## config.mk

```make
export PLATFORM = sky130hd
export DESIGN_NAME = register_pipeline
export DESIGN_NICKNAME = d
export VERILOG_FILES = /design/src/rtl/register_pkg.sv /design/src/rtl/register_stage.sv /design/src/rtl/register_pipeline.sv
export SDC_FILE = /design/constraint.sdc
export NUM_CORES = 1
export LEC_CHECK = 0
export CAP_MARGIN = 10
export CORE_MARGIN = 10
export CORE_UTILIZATION = 40
export DETAILED_ROUTE_END_ITERATION = 6
export PLACE_DENSITY = 0.66
export SETUP_SLACK_MARGIN = 0.15
export SLEW_MARGIN = 20
export SYNTH_ARGS = -nofsm -noshare
export SYNTH_HDL_FRONTEND = slang
export SYNTH_SLANG_ARGS = --single-unit
export TNS_END_PERCENT = 10
```

## constraint.sdc

```tcl
create_clock -name clock -period 3.1 [get_ports clock]
set_input_delay 0.62 -clock clock [delete_from_list [all_inputs] [get_ports clock]]
set_output_delay 0.62 -clock clock [all_outputs]
set_load 0.01 [all_outputs]
```

## src/rtl/register_pkg.sv

```systemverilog
// Shared defaults and helpers for the register pipeline.
package register_pkg;

    localparam int unsigned DefaultWidth = 8;
    localparam int unsigned DefaultDepth = 3;

    // Bits needed to count 0..depth valid stages.
    function automatic int unsigned occ_width(input int unsigned depth);
        return $clog2(depth + 1);
    endfunction

endpackage

```

## src/rtl/register_stage.sv

```systemverilog
// One pipeline stage: a valid bit plus a data register with load/hold and clear.
module register_stage #(
    parameter int unsigned         WIDTH       = 8,
    parameter logic [WIDTH-1:0]    RESET_VALUE = '0
) (
    input  logic             clock_i,
    input  logic             reset_i,
    input  logic             clear_i,
    input  logic             load_i,
    input  logic             valid_i,
    input  logic [WIDTH-1:0] data_i,
    output logic             valid_o,
    output logic [WIDTH-1:0] data_o
);

    logic             valid_d, valid_q;
    logic [WIDTH-1:0] data_d,  data_q;

    // Clear wins over load; otherwise hold so data only changes when the stage loads.
    always_comb begin
        valid_d = valid_q;
        data_d  = data_q;
        if (clear_i) begin
            valid_d = 1'b0;
            data_d  = RESET_VALUE;
        end else if (load_i) begin
            valid_d = valid_i;
            data_d  = data_i;
        end
    end

    // State register with synchronous reset.
    always_ff @(posedge clock_i) begin
        if (reset_i) begin
            valid_q <= 1'b0;
            data_q  <= RESET_VALUE;
        end else begin
            valid_q <= valid_d;
            data_q  <= data_d;
        end
    end

    assign valid_o = valid_q;
    assign data_o  = data_q;

endmodule

```

## src/rtl/register_pipeline.sv

```systemverilog
// Elastic register pipeline: DEPTH valid/ready stages with bubble collapse,
// global clock enable and synchronous flush.
module register_pipeline
    import register_pkg::*;
#(
    parameter int unsigned      WIDTH       = DefaultWidth,
    parameter int unsigned      DEPTH       = DefaultDepth,
    parameter logic [WIDTH-1:0] RESET_VALUE = '0
) (
    input  logic                           clock,
    input  logic                           reset,
    input  logic                           clock_enable,
    input  logic                           flush,
    input  logic                           in_valid,
    output logic                           in_ready,
    input  logic [WIDTH-1:0]               in_data,
    output logic                           out_valid,
    input  logic                           out_ready,
    output logic [WIDTH-1:0]               out_data,
    output logic [occ_width(DEPTH)-1:0]    occupancy
);

    localparam int unsigned OccWidth = occ_width(DEPTH);

    logic [DEPTH-1:0] stage_valid;
    logic [DEPTH-1:0] stage_ready;
    logic [DEPTH-1:0] prev_valid;
    logic [WIDTH-1:0] stage_data [DEPTH];
    logic [WIDTH-1:0] prev_data  [DEPTH];
    logic             advance;
    logic             clear;
    logic             hole;
    logic [OccWidth-1:0] occ_count;

    assign advance = clock_enable & ~flush;
    assign clear   = clock_enable & flush;

    // A stage is ready iff out_ready or some stage at or after it is empty; written as a
    // running OR from the output end so there is no combinational self-loop on the vector.
    always_comb begin
        hole        = 1'b0;
        stage_ready = '0;
        for (int k = int'(DEPTH) - 1; k >= 0; k--) begin
            hole           = hole | ~stage_valid[k];
            stage_ready[k] = hole | out_ready;
        end
    end

    // Occupancy is a popcount of the registered valid bits.
    always_comb begin
        occ_count = '0;
        for (int k = 0; k < int'(DEPTH); k++) begin
            occ_count = occ_count + OccWidth'(stage_valid[k]);
        end
    end

    for (genvar k = 0; k < DEPTH; k++) begin : g_stage
        if (k == 0) begin : g_head
            assign prev_valid[k] = in_valid;
            assign prev_data[k]  = in_data;
        end else begin : g_body
            assign prev_valid[k] = stage_valid[k-1];
            assign prev_data[k]  = stage_data[k-1];
        end

        register_stage #(
            .WIDTH       (WIDTH),
            .RESET_VALUE (RESET_VALUE)
        ) u_stage (
            .clock_i (clock),
            .reset_i (reset),
            .clear_i (clear),
            .load_i  (advance & stage_ready[k]),
            .valid_i (prev_valid[k]),
            .data_i  (prev_data[k]),
            .valid_o (stage_valid[k]),
            .data_o  (stage_data[k])
        );
    end

    assign in_ready  = stage_ready[0] & advance;
    assign out_valid = stage_valid[DEPTH-1];
    assign out_data  = stage_data[DEPTH-1];
    assign occupancy = occ_count;

endmodule

```

After elaboration in Yosys (flattened, before gate mapping)

Index checks and enable logic that the tools add are counted.
W data, S select, Z words.

$add $sub $neg: 2
Bitwise logic cells: 14
Reductions and logical operators: 1

Operators with widths:

| cell             | number |
|---|---|
| $and A1 B1 Y1    | 5 |
| $or A1 B1 Y1     | 5 |
| $not A1 Y1       | 4 |
| $add A1 B1 Y2    | 1 |
| $add A2 B1 Y2    | 1 |
| $reduce_or A2 Y1 | 1 |

Bits in registers: 27
Input port bits: 14
Output and inout port bits: 12
Word-level logic and storage cells: 23

Longest topological paths before layout

Depth in word-level cells: 5
Gate-level depth with buffers: 4
Depth with buffers taken out: 3

Hierarchy

From an unflattened synthesis, not the netlist that was laid out.

Cell total of the unflattened synthesis: 97
Area total of the unflattened synthesis: 1044.8 µm²

Modules (own cells, without submodules):

| module            | times used | cells each | area each (µm²) | sequential area each (µm²) |
|---|---|---|---|---|
| register_stage    | 3          | 30         | 329.1           | 180.2 |
| register_pipeline | 1          | 7          | 57.6            | 0.0 |

Least setup slack after synthesis

No wires, ideal clock.

Path type: in2out
Start point: in flush
End point: out in_ready
Arrival time: 1.136 ns
Required time: 2.480 ns
Path slack: 1.344 ns
Cell stages on the path: 3
Buffers on the path: 1
Path through: nand2b_2 a31oi_1 buf_6

Cells in the longest elaborated chain, start to end: 3

Ends and longest elaborated chain:

| what          | RTL line                | source |
|---|---|---|
| from (decl)   | register_pipeline.sv:13 | `input logic flush,` |
| $not A1 Y1    | register_pipeline.sv:35 | `assign advance = clock_enable & ~flush;` |
| $and A1 B1 Y1 | register_pipeline.sv:35 |  |
| $and A1 B1 Y1 | register_pipeline.sv:81 | `assign in_ready = stage_ready[0] & advance;` |
| to (decl)     | register_pipeline.sv:15 | `output logic in_ready,` |

Every way passes these cells.

Worst setup path in the final report

Same ends and word-level chain as after synthesis.

==> impl_metrics.json <==
{
  "required_time_worst_endpoint_ps": 2480,
  "timing.setup.critical_path_class": "primary input to output pin",
  "wl_per_cell_um": 13.0,
  "die_width_um": 72.4,
  "mostFrequentLayoutCells": "sky130_fd_sc_hd__nand2_1, sky130_fd_sc_hd__dfxtp_1, sky130_fd_sc_hd__clkdlybuf4s50_1",
  "num_rows": 18,
  "fp.dieH_um": 72.4,
  "yosys.cell_types.count": 18,
  "clock_tree_from_tritoncts": "built",
  "finish.cell_count_without_fillers": 172,
  "cp_cell_sequence": "clkdlybuf4s50_1, nand2b_2, a31oi_2, clkdlybuf4s50_1",
  "grt-busiest-layer": "met2",
  "finalClockSkew_ps": 5.97,
  "synthesis.area_um2": 1100,
  "gp_routability_congestion": 0.764,
  "slew_viol_final": 0,
  "synthesis.instances": 119,
  "cts_max_path_buffers": 2,
  "power.density_cell_area_nw_per_um2": 413,
  "detail_route.vias_per_cell": 4.94,
  "boundaryPins": 26,
  "post-route-period-util_pct": 90.3,
  "worst_skew_pair_latency_ps": 320,
  "grt_util_met2_pct": 13.2,
  "irDropWorstVdd_mv": 0.258,
  "max_stage_delay_ps": 590,
  "placed_instance_count": 168,
  "groute.layer.met3.usage_pct": 3.13,
  "overflow": 0,
  "post_cts_resized": 0,
  "leakage_nw": 0.519,
  "global_route_wire_length_before_repair_um": 3800,
  "drive_above_1_share_pct": 7.04,
  "floorplan.die_area_um2": 5240,
  "synth-seq-area-share_pct": 49.3,
  "buffer_ports.inserted": 25,
  "synth.avg_cell_area_um2": 9.22,
  "num_antenna_cells": 0,
  "min_path_type": "flop to flop",
  "design_power_total_w": 0.000572,
  "synthesis.nets": 134,
  "number_of_global_route_vias_before_repair": 841,
  "floorplan.initialDensity_pct": 43.1,
  "num_vias": 850,
  "path_common_cell": "sky130_fd_sc_hd__clkdlybuf4s50_1",
  "postCtsSetupBuffers": 0,
  "cts.clk_slew.worst_paths_ps": 130,
  "ys_seq_elements": 27,
  "antenna_found_initial": 0,
  "setup_tns_final_ps": 0,
  "initialDrtViolationCount": 69,
  "drt-pass1-iter-count": 4,
  "achievable_freq_mhz": 357,
  "worst_slew_pin_slew_ps": 664,
  "arrival_ps": 2180,
  "groute.usage.overall_pct": 8.66,
  "cts_buffers": 3,
  "core-area_um2": 2540,
  "setup_viol_count_final": 0,
  "layout.nets": 158,
  "cts_htree_levels": 1,
  "grtUsageMet1_pct": 10.6,
  "clkSinkCount": 27,
  "routed_wirelength_um": 2230,
  "layout-area-overhead-vs-synth_pct": 26.3,
  "critical_path.endpoint_type": "output pin",
  "worstPathMaxFanout": 4,
  "run_status": "complete, no violations",
  "cts_root_buf": "sky130_fd_sc_hd__clkbuf_4",
  "final_hold_viol_count": 0,
  "max_cap_viol_count": 0,
  "place.detailed.hpwl_um": 1630,
  "rsz0062_at_grt": "no",
  "final.min_clock_period_ps": 2800,
  "fraction_of_the_core_area_covered_by_cells_at_the_end_of_the_flow_pct": 54.5,
  "drt_drc_violations_left": 0,
  "slew_headroom_pct": 55.6,
  "cp-start-kind": "primary input",
  "cts_hold_repair.buffers": 0,
  "ant_nets": 0,
  "grt_max_degree": 26,
  "worst_path_max_delay_cell": "sky130_fd_sc_hd__clkdlybuf4s50_1",
  "synth.yosys.warnings": 0
}
## logic make-up (layout without fill, tap and decap cells)
| logic type | after synthesis | after routing | share of synthesized area (%) |
|---|---|---|---|
| AOI/OAI and AO/OA | 24 | 24 | 12.7 |
| DFF | 27 | 27 | 49.3 |
| muxes | 16 | 16 | 14.6 |
| and+or+nand+nor | 42 | 42 | 16.6 |
| buffers and inverters | 9 | 32 | 5.02 |
| adders and majority gates | 1 | 1 | 1.82 |
## stage by stage
step	area, µm²	hold WS (ps)	setup WS (ps)
4_1_cts	1380	477	209
6_report	1390	474	299
2_1_floorplan	1100	438	1340
5_1_grt	1390	494	221
3_3_place_gp	1350	450	237
3_5_place_dp	1350	455	228
## path summary, 6_finish.rpt
check	start	end	slack [ps]	cells after the start
min reg2reg	g_stage[0].u_stage.data_o[4]	g_stage[0].u_stage.data_o[4]	470	2
max reg2reg	g_stage[2].u_stage.valid_o	g_stage[1].u_stage.data_o[6]	1550	4
max	flush	in_ready	300	4
min	g_stage[0].u_stage.data_o[4]	g_stage[0].u_stage.data_o[4]	470	2
## where the power goes
part	switching (W)	leakage [nW]	internal, W
registers	0.00000367	0.218	0.000353
logic	0.0000331	0.283	0.0000341
clock network	0.0000994	0.0177	0.0000483
total	0.000136	0.519	0.000436
## flip-flops by register name, indices dropped and copies added, names as in the netlist
name                     flops
g_stage.u_stage.valid_o      3
g_stage.u_stage.data_o      24
## synth_stat cells (all sizes together)
library cell	n	area, µm²
nor2	1	3.75
nor3	1	5.00
fa	1	20.0
a21oi	10	61.3
clkbuf	2	7.51
dfxtp	27	541
nor2b	2	12.5
a21o	2	15.0
o21ai	10	50.1
a31oi	2	12.5
nand2b	2	15.0
nand2	27	101
mux2i	16	160
nand3	9	45.0
buf	7	47.5
## critical path: cells and delay by family
kind                   cells  cell delay, ps
AND/OR/NAND/NOR            1             240
AO/OA/AOI/OAI              1             230
buffers and inverters      2            1090
## per-layer routing
layer	share of wire (%)	routed length (µm)
met3	8.3	184
met5	0	0
met1	48	1070
met2	43	958
met4	0.54	12
## final cells by class
class | instances | area (µm²)
fillers | 242 | 1160
repair buffers | 28 | 273
multi-input cells | 83 | 508
clock buffers | 3 | 22.5
well taps | 30 | 37.5
flip-flops and latches | 27 | 541
clock inverters | 1 | 5.00
Power figures use the tool's default switching activity.
